File: src/rtl/par2ser.sv
// Parallel-to-serial unpacker: each accepted N-element word leaves as N WIDTH-bit
// beats, top slice first, with a one-word prefetch buffer for gapless output.
module par2ser #(
   parameter  int WIDTH = 16,
   parameter  int N     = 4,
   localparam int CW    = $clog2(N)
) (
   input  logic               clk,
   input  logic               rst,
   input  logic               ivalid,
   output logic               iready,
   input  logic [N*WIDTH-1:0] in,
   output logic               ovalid,
   input  logic               oready,
   output logic [WIDTH-1:0]   out,
   output logic               olast,
   output logic [CW-1:0]      oidx
);

   typedef enum logic {
      ST_IDLE = 1'b0,
      ST_SEND = 1'b1
   } state_t;

   state_t             state_q, state_d;
   logic [N*WIDTH-1:0] sr_q, sr_d;
   logic [N*WIDTH-1:0] pbuf_q, pbuf_d;
   logic               pvalid_q, pvalid_d;
   logic [CW-1:0]      cnt_q, cnt_d;

   logic accept_s;
   logic beat_s;
   logic last_s;

   assign iready   = ~pvalid_q;
   assign ovalid   = (state_q == ST_SEND);
   assign out      = sr_q[N*WIDTH-1 -: WIDTH];
   assign oidx     = cnt_q;
   assign last_s   = (cnt_q == CW'(N - 1));
   assign olast    = ovalid & last_s;
   assign accept_s = ivalid & iready;
   assign beat_s   = ovalid & oready;

   // State register with asynchronous reset.
   always_ff @(posedge clk or posedge rst) begin
      if (rst) begin
         state_q  <= ST_IDLE;
         sr_q     <= '0;
         pbuf_q   <= '0;
         pvalid_q <= 1'b0;
         cnt_q    <= '0;
      end else begin
         state_q  <= state_d;
         sr_q     <= sr_d;
         pbuf_q   <= pbuf_d;
         pvalid_q <= pvalid_d;
         cnt_q    <= cnt_d;
      end
   end

   // Next-state logic for the shift register, beat index and prefetch buffer.
   always_comb begin
      state_d  = state_q;
      sr_d     = sr_q;
      pbuf_d   = pbuf_q;
      pvalid_d = pvalid_q;
      cnt_d    = cnt_q;
      case (state_q)
         ST_IDLE: begin
            if (accept_s) begin
               sr_d    = in;
               cnt_d   = '0;
               state_d = ST_SEND;
            end else begin
               state_d = ST_IDLE;
            end
         end
         ST_SEND: begin
            if (beat_s && last_s) begin
               // Word finishes: reload from prefetch or input without a bubble.
               cnt_d = '0;
               if (pvalid_q) begin
                  sr_d     = pbuf_q;
                  pvalid_d = 1'b0;
               end else if (accept_s) begin
                  sr_d = in;
               end else begin
                  state_d = ST_IDLE;
               end
            end else begin
               if (beat_s) begin
                  sr_d  = sr_q << WIDTH;
                  cnt_d = cnt_q + CW'(1);
               end else begin
                  sr_d  = sr_q;
               end
               if (accept_s) begin
                  pbuf_d   = in;
                  pvalid_d = 1'b1;
               end else begin
                  pvalid_d = pvalid_q;
               end
            end
         end
         default: begin
            state_d  = ST_IDLE;
            cnt_d    = '0;
            pvalid_d = 1'b0;
         end
      endcase
   end

endmodule

File: config.mk
export PLATFORM = sky130hd
export DESIGN_NAME = par2ser
export DESIGN_NICKNAME = d
export VERILOG_FILES = /design/src/rtl/par2ser.sv
export SDC_FILE = /design/constraint.sdc
export NUM_CORES = 1
export LEC_CHECK = 0
export ABC_AREA = 1
export CORE_MARGIN = 2
export CORE_UTILIZATION = 60
export DETAILED_ROUTE_END_ITERATION = 12
export GPL_TIMING_DRIVEN = 0
export HOLD_SLACK_MARGIN = 0.02
export PLACE_DENSITY = 0.84
export SYNTH_ARGS = -nofsm -noshare
export SYNTH_HDL_FRONTEND = slang
export SYNTH_SLANG_ARGS = --single-unit
File: constraint.sdc
create_clock -name clk -period 10.4 [get_ports clk]
set_input_delay 1.56 -clock clk [delete_from_list [all_inputs] [get_ports clk]]
set_output_delay 1.56 -clock clk [all_outputs]
set_load 0.005 [all_outputs]
Word level (Yosys, flattened, before mapping)
Cells that the tools add are included.
Storage, ports and cells
  word-level logic and storage cells: 35
  bits of input ports: 68
  output and inout bits: 21
  register bits: 132
Operators by class
  mux-type cells: 15
  $add $sub $neg: 1
  equal/unequal tests: 3
  reduce and logical (&&, ||, !) cells: 5
  bitwise logic cells: 6
Operators with widths (number)
  $mux W64: 4
  $pmux W64 S2: 1
  $mux W2: 3
  $mux W1: 5
  $pmux W2 S2: 1
  $reduce_and A2 Y1: 2
  $and A1 B1 Y1: 3
  $ne A3 B1 Y1 const B: 1
  $not A1 Y1: 3
  $reduce_and A3 Y1: 1
  $add A2 B1 Y2 const B: 1
  $eq A2 B2 Y1 const B: 1
  $ne A2 B2 Y1 const B: 1
  $pmux W1 S2: 1
  $reduce_bool A2 Y1: 1
  $logic_and A1 B1 Y1: 1

Depth between registers and ports, before layout
Gate-level depths: netlist of run 1.
  depth in word-level cells: 6
  gate-level depth with buffers: 10

Worst setup path after synthesis of run 1
Ideal clock, no wire load.
  path type: reg2out
  start point: register cnt_q[0], in the netlist oidx[0]
  end point: output port olast
  arrival time: 1.098 ns
  data required time: 8.840 ns
  path slack: 7.742 ns
  stages on the path, launching flop included: 5
  cell sequence: dfrtp_1 -> ha_1 -> clkbuf_1 -> nand2_1 -> inv_1
Between the ends
  word-level cells in the longest chain between the ends: 2
RTL lines
  from (decl): RTL line 29  | logic [CW-1:0] cnt_q, cnt_d;
  from (signal assigned): RTL line 57  | cnt_q <= cnt_d;
  $eq A2 B2 Y1: RTL line 39  | assign last_s = (cnt_q == CW'(N - 1));
  $and A1 B1 Y1: RTL line 40  | assign olast = ovalid & last_s;
  to (decl): RTL line 16  | output logic olast,
Every way passes these cells.

Worst setup path after layout of run 1
Ends and elaborated chain as after synthesis.

==> run summary, run 1 <==
Clock Latency Late Sink -> 420 ps
CP max stage cell -> clkdlybuf4s50_1
Fin nets -> 1,158
Sequential element share of the synthesized area -> 47.0%
Leakage power -> 4.51 nW
Tcrit/Tclk final -> 37.0%
Core Region -> 11,400 sq um
CP required -> 8840 ps
Initial antenna violation count -> 0
CTS sink count -> 132
Clk buf depth -> 2
Final Hold Vio Count -> 0
Met2 wire length -> 9870 um
Rel. slew slack -> 50.8%
CTS Buf Count -> 17
Hold Buf Count CTS -> 0
RD Place Congestion -> 0.926
GRT Util Overall -> 34.6%
Fin crit period -> 3850 ps
Cells after Synth -> 981
FILL cells -> 869
Die Y-Extent -> 112 um
DRC -> 0
Worst-margin pin slew -> 738 ps
Pwr per Cell Area -> 136 nW/um^2
Storage element area -> 3300 sq um
Clk_skew -> 7.28 ps
CTS tree -> yes
Avg Cell Area, Syn -> 7.16 sq um
Area delta synth->final -> 24.2%
IO Pins -> 89
Crit-path leading delay family -> buffers and inverters
PortBufs -> 88
Max VDD drop -> 0.207 mV
Fmax -> 0.260 GHz
Yosys reg bits -> 132
Routed wl met3 -> 2180 um
Vias in the first global route -> 6,952
Cell area after synthesis -> 7020 sq um
WP buf/inv -> 3
Placed cell area -> 8120 sq um
Crit. End Element -> output port
Crit path launch type -> flip-flop
Root Driver -> clkbuf_16
Layout cells sized above 1 -> 9.07%
Die Area -> 12,600 sq um
# Max-Cap Violations -> 0
Post-Route WL -> 21,100 um
Multi-input logic area -> 3060 sq um
Clk slew on worst S/H paths -> 60 ps
First-pass GRT wire length -> 34,000 um
First drt pass iteration count -> 6
M1 WL -> 8170 um
Top routing layer in use -> met4
Delay of the slowest critical-path stage -> 500 ps
Setup TNS -> 0 ps
Chip width -> 112 um
Largest net degree at the start of global routing -> 101
HP Class -> reg2reg
Starting density of the core -> 61.5%
Worst path arrival time -> 2290 ps
Total Power -> 1.18 mW
Initial DRC count -> 962
Final setup fails -> 0
N_diodes -> 0
Fin area -> 8720 sq um
Syn Nets -> 1,050
Post-DP HPWL -> 14,200 um
Unrepaired setup endpoints after global routing -> false
Vias/cell -> 5.64
CTS resizes -> 0
YS warnings -> 0
Antenna Nets Post-Route -> 0
H-tree depth -> 4
Library cells used by synthesis -> 24
Fin. max-slew vios -> 0
Vias after detailed routing -> 7,024
Status -> completed
Setup Fix Bufs, Post-CTS -> 0
Gr ovfl total -> 0
DR WL/cell -> 16.9 um
Worst path cell trace -> ha_1 -> clkbuf_1 -> nand2_1 -> inv_1 -> clkdlybuf4s50_1
CP max FO -> 10
Crit Path Class -> reg2out
Std-Cell Rows -> 39
## metal layers
layer | global-route usage [%] | up-vias
li1 | - | 3273
met1 | 44.2 | 3239
met2 | 55.4 | 428
met3 | 8.59 | 84
met4 | 16.8 | 0
met5 | 0 | -
## placed cells by master, fill, tap and decap left out, drive strengths merged
cell,n
dfrtp,132
nand2,471
nor3,2
a21oi,6
o21a,11
clkinv,8
clkdlybuf4s50,88
ha,1
buf,58
a22oi,42
clkinvlp,2
nor2,59
nand3,57
o21ai,58
bufinv,3
inv,70
clkbuf,34
## where the power goes
group	leakage [nW]	internal, mW	total [mW]	switching [mW]
Clock	0.299	0.388	0.621	0.233
Combinational	2.50	0.0257	0.0468	0.0211
Sequential	1.71	0.514	0.515	0.000576
## cell usage after synthesis
| master | count | area share, % |
|---|---|---|
| buf_1 | 4 | 0.21 |
| nor3_4 | 1 | 0.23 |
| o21a_1 | 11 | 1.2 |
| clkbuf_1 | 15 | 0.80 |
| a21oi_1 | 6 | 0.43 |
| o21ai_4 | 1 | 0.23 |
| o21ai_0 | 42 | 3.0 |
| nor3_1 | 1 | 0.071 |
| nand2_2 | 2 | 0.18 |
| ha_1 | 1 | 0.18 |
| buf_2 | 31 | 2.2 |
| inv_1 | 64 | 3.4 |
| nand3_1 | 56 | 4.0 |
| buf_4 | 22 | 2.4 |
| o21ai_1 | 15 | 1.1 |
| a22oi_1 | 42 | 4.5 |
| inv_2 | 4 | 0.21 |
| clkinv_1 | 1 | 0.053 |
| nor2_1 | 56 | 3.0 |
| inv_4 | 1 | 0.089 |
| nand3_4 | 1 | 0.25 |
| nor2_2 | 3 | 0.27 |
| dfrtp_1 | 132 | 47 |
| nand2_1 | 469 | 25 |
## stage by stage
stage / instances / util (%) / setup WS [ps] / hold slack [ps]
floorplan: 981 / - / 5310 / 442
global placement: 1212 / 70.8 / 3460 / 454
finish: 1245 / 76.4 / 6550 / 473
CTS: 1245 / 76.4 / 6600 / 473
global route: 1245 / 76.4 / 6460 / 484
detailed placement: 1213 / 71.1 / 6730 / 459
## area by class of cell
type	instances	share of cell area, %
timing repair buffer	89	10.4
buffer	72	4.49
inverter	70	3.10
tap	143	2.05
clock inverter	13	1.79
clock buffer	19	5.19
sequential	132	37.9
multi-input combinational	707	35.1
## flip-flops by register name (all words and copies together), names as in the netlist
name and count:
oidx 2, ovalid 1, pbuf_q 64, pvalid_q 1, sr_q 64
## cell families (layout without fill, tap and decap cells)
family,after synthesis,after routing,share of synthesized area (%)
compound gates,117,117,10.4
fa+ha+maj,1,1,0.178
buf+inv,142,263,9.35
flops,132,132,47.0
simple gates,589,589,33.0
## path summary, 6_finish.rpt
kind | slack, ps | depth (start not counted) | startpoint | end
setup / recovery | 6550 | 5 | oidx[0] | olast
hold / removal | 470 | 2 | pbuf_q[24] | pbuf_q[24]
setup reg to reg | 8010 | 7 | oidx[0] | sr_q[17]
hold reg to reg | 470 | 2 | pbuf_q[24] | pbuf_q[24]
max in group asynchronous | 8100 | 3 | rst | pbuf_q[56]
min in group asynchronous | 1480 | 2 | rst | sr_q[48]
## worst reg2reg max path: stages (launching register included)
cell,delay (ps)
dfrtp_1,390
ha_1,330
nand3_4,180
nor2_2,410
clkbuf_1,620
nand2_1,130
nand3_1,140
nand2_1,70
No activity file was read; power rests on OpenSTA's default activity.
==> run 2: changes to the inputs <==
--- a/config.mk
+++ b/config.mk
@@ -7,11 +7,11 @@
 export LEC_CHECK = 0
 export ABC_AREA = 1
 export CORE_MARGIN = 2
-export CORE_UTILIZATION = 60
+export CORE_UTILIZATION = 56
 export DETAILED_ROUTE_END_ITERATION = 12
 export GPL_TIMING_DRIVEN = 0
 export HOLD_SLACK_MARGIN = 0.02
-export PLACE_DENSITY = 0.84
+export PLACE_DENSITY = 0.8
 export SYNTH_ARGS = -nofsm -noshare
 export SYNTH_HDL_FRONTEND = slang
 export SYNTH_SLANG_ARGS = --single-unit
==> constraint.sdc (replaced) <==
create_clock -name clk -period 3.7 [get_ports clk]
set_input_delay 0.555 -clock clk [delete_from_list [all_inputs] [get_ports clk]]
set_output_delay 0.555 -clock clk [all_outputs]
set_load 0.005 [all_outputs]
==> run summary, run 2 (synthesized netlist as in run 1, its figures left out) <==
Fin nets -> 1,160 (+0.17%)
Rel. slew slack -> 49.3% (-1.5 points)
Crit Path Class -> reg2out
Clock Latency Late Sink -> 430 ps (about the same)
Hold Buf Count CTS -> 0 (unchanged)
Root Driver -> clkbuf_16
CTS resizes -> 0 (unchanged)
Initial DRC count -> 871 (-9.5%)
RD Place Congestion -> 0.925 (about the same)
Status -> completed
Crit. End Element -> output port
RR Startpoint -> oidx[0]
Fmax -> 0.354 GHz
Leakage power -> 4.53 nW (+0.34%)
Final Hold Vio Count -> 0 (unchanged)
Largest net degree at the start of global routing -> 38 (-62%)
Area delta synth->final -> 25.4%
DRC -> 0 (unchanged)
Fin crit period -> 2820 ps
Die Y-Extent -> 116 um (+3.4%)
Setup TNS -> 0 ps (unchanged)
Core Region -> 12,100 sq um (+6.1%)
Gr ovfl total -> 0 (unchanged)
Fin. max-slew vios -> 0 (unchanged)
Std-Cell Rows -> 40 (+2.6%)
Unrepaired setup endpoints after global routing -> false
Final setup fails -> 0 (unchanged)
Initial antenna violation count -> 0 (unchanged)
Clk slew on worst S/H paths -> 60 ps (about the same)
Depth of the worst hold-timing path -> 2 (unchanged)
CP required -> 3140 ps (-5700 ps)
Clk_skew -> 6.01 ps (-1.27 ps)
Vias in the first global route -> 6,657 (-4.2%)
Die Area -> 13,500 sq um (+6.9%)
Clk buf depth -> 2 (unchanged)
Hold WS -> 470 ps (-3.44 ps)
# Max-Cap Violations -> 0 (unchanged)
Min-delay src -> pbuf_q[25]
Antenna Nets Post-Route -> 0 (unchanged)
N_diodes -> 0 (unchanged)
Post-DP HPWL -> 14,300 um (+0.72%)
CTS tree -> yes
Pwr per Cell Area -> 385 nW/um^2 (+180%)
Worst Reg-to-Reg Cells -> 7 (unchanged)
PortBufs -> 88 (unchanged)
Post-Route WL -> 20,600 um (-2.2%)
First drt pass iteration count -> 6 (unchanged)
Storage element area -> 3300 sq um (unchanged)
Max VDD drop -> 0.288 mV (+39%)
Tcrit/Tclk final -> 76.3%
Crit path launch type -> flip-flop
Chip width -> 116 um (+3.4%)
CTS sink count -> 132 (unchanged)
Setup Fix Bufs, Post-CTS -> 0 (unchanged)
Layout cells sized above 1 -> 8.97% (-0.11 points)
H-tree depth -> 4 (unchanged)
GRT Util Overall -> 32.8% (-1.8 points)
Most common cell after layout, fill and taps aside -> nand2_1
First-pass GRT wire length -> 33,400 um (-1.7%)
HP Class -> reg2reg
CTS Buf Count -> 17 (unchanged)
Multi-input logic area -> 3060 sq um (unchanged)
DR WL/cell -> 16.2 um (-4.3%)
Worst-margin pin slew -> 759 ps (+20.3 ps)
Most frequent cells in the layout -> nand2_1, dfrtp_1, clkdlybuf4s50_1
Worst path arrival time -> 2270 ps (-20 ps)
FILL cells -> 998 (+15%)
CP max FO -> 10 (unchanged)
IO Pins -> 89 (unchanged)
Vias after detailed routing -> 6,894 (-1.9%)
Vias/cell -> 5.42 (-3.9%)
Critical Path Start -> oidx[0]
Starting density of the core -> 58.0% (-3.5 points)
## run 2: changes by cell type in the layout (fill, tap and decap cells not counted)
cell,delta
buf_12,+3
clkbuf_1,+3
clkinv_2,-2
clkinv_4,-2
inv_6,-2
buf_16,-1
bufinv_16,+1
clkbuf_8,+1
clkinvlp_4,+1
## run 2: worst max-delay path, cell delays in order, from the launching register on
cell	delay (ps)
dfrtp_1	390
ha_1	340
clkbuf_1	450
nand2_1	110
inv_1	70
clkdlybuf4s50_1	490
## run 2: final timing paths
path | end | slack [ps]
hold reg to reg | pbuf_q[25] | 470
hold / removal | pbuf_q[25] | 470
setup reg to reg | sr_q[62] | 1390
min in group asynchronous | pbuf_q[43] | 610
max in group asynchronous | pbuf_q[4] | 1990
setup / recovery | olast | 880
## run 2: area by class of cell
type	count	share of cell area [%]
well taps	168	2.39
multi-input cells	707	34.8
repair buffers	91	10.7
flip-flops and latches	132	37.5
clock inverters	9	1.71
plain buffers	72	4.45
clock buffers	23	5.43
inverters	70	3.05
## run 2: layer usage
| layer | GRT usage [%] | share of wire, % |
|---|---|---|
| met5 | 0 | 0 |
| met1 | 43.0 | 41 |
| met2 | 52.6 | 47 |
| met4 | 13.6 | 3.3 |
| met3 | 7.85 | 8.9 |
## run 2: report_power, final
| group | leakage [nW] | switching [mW] | internal (mW) | total [mW] |
|---|---|---|---|---|
| Clock | 0.303 | 0.635 | 1.18 | 1.81 |
| Combinational | 2.51 | 0.0596 | 0.0756 | 0.135 |
| Sequential | 1.71 | 0.00157 | 1.45 | 1.45 |
## run 2: through the flow
stage	setup WS, ps	util [%]	total power [mW]	instance area (sq um)	std cells
detailed placement	1040	67.5	1.61	8180	1240
global route	795	72.7	3.48	8810	1272
floorplan	1510	-	1.51	7030	981
CTS	887	72.7	3.39	8810	1272
finish	878	72.7	3.39	8810	1272
global placement	260	67.0	1.60	8120	1237
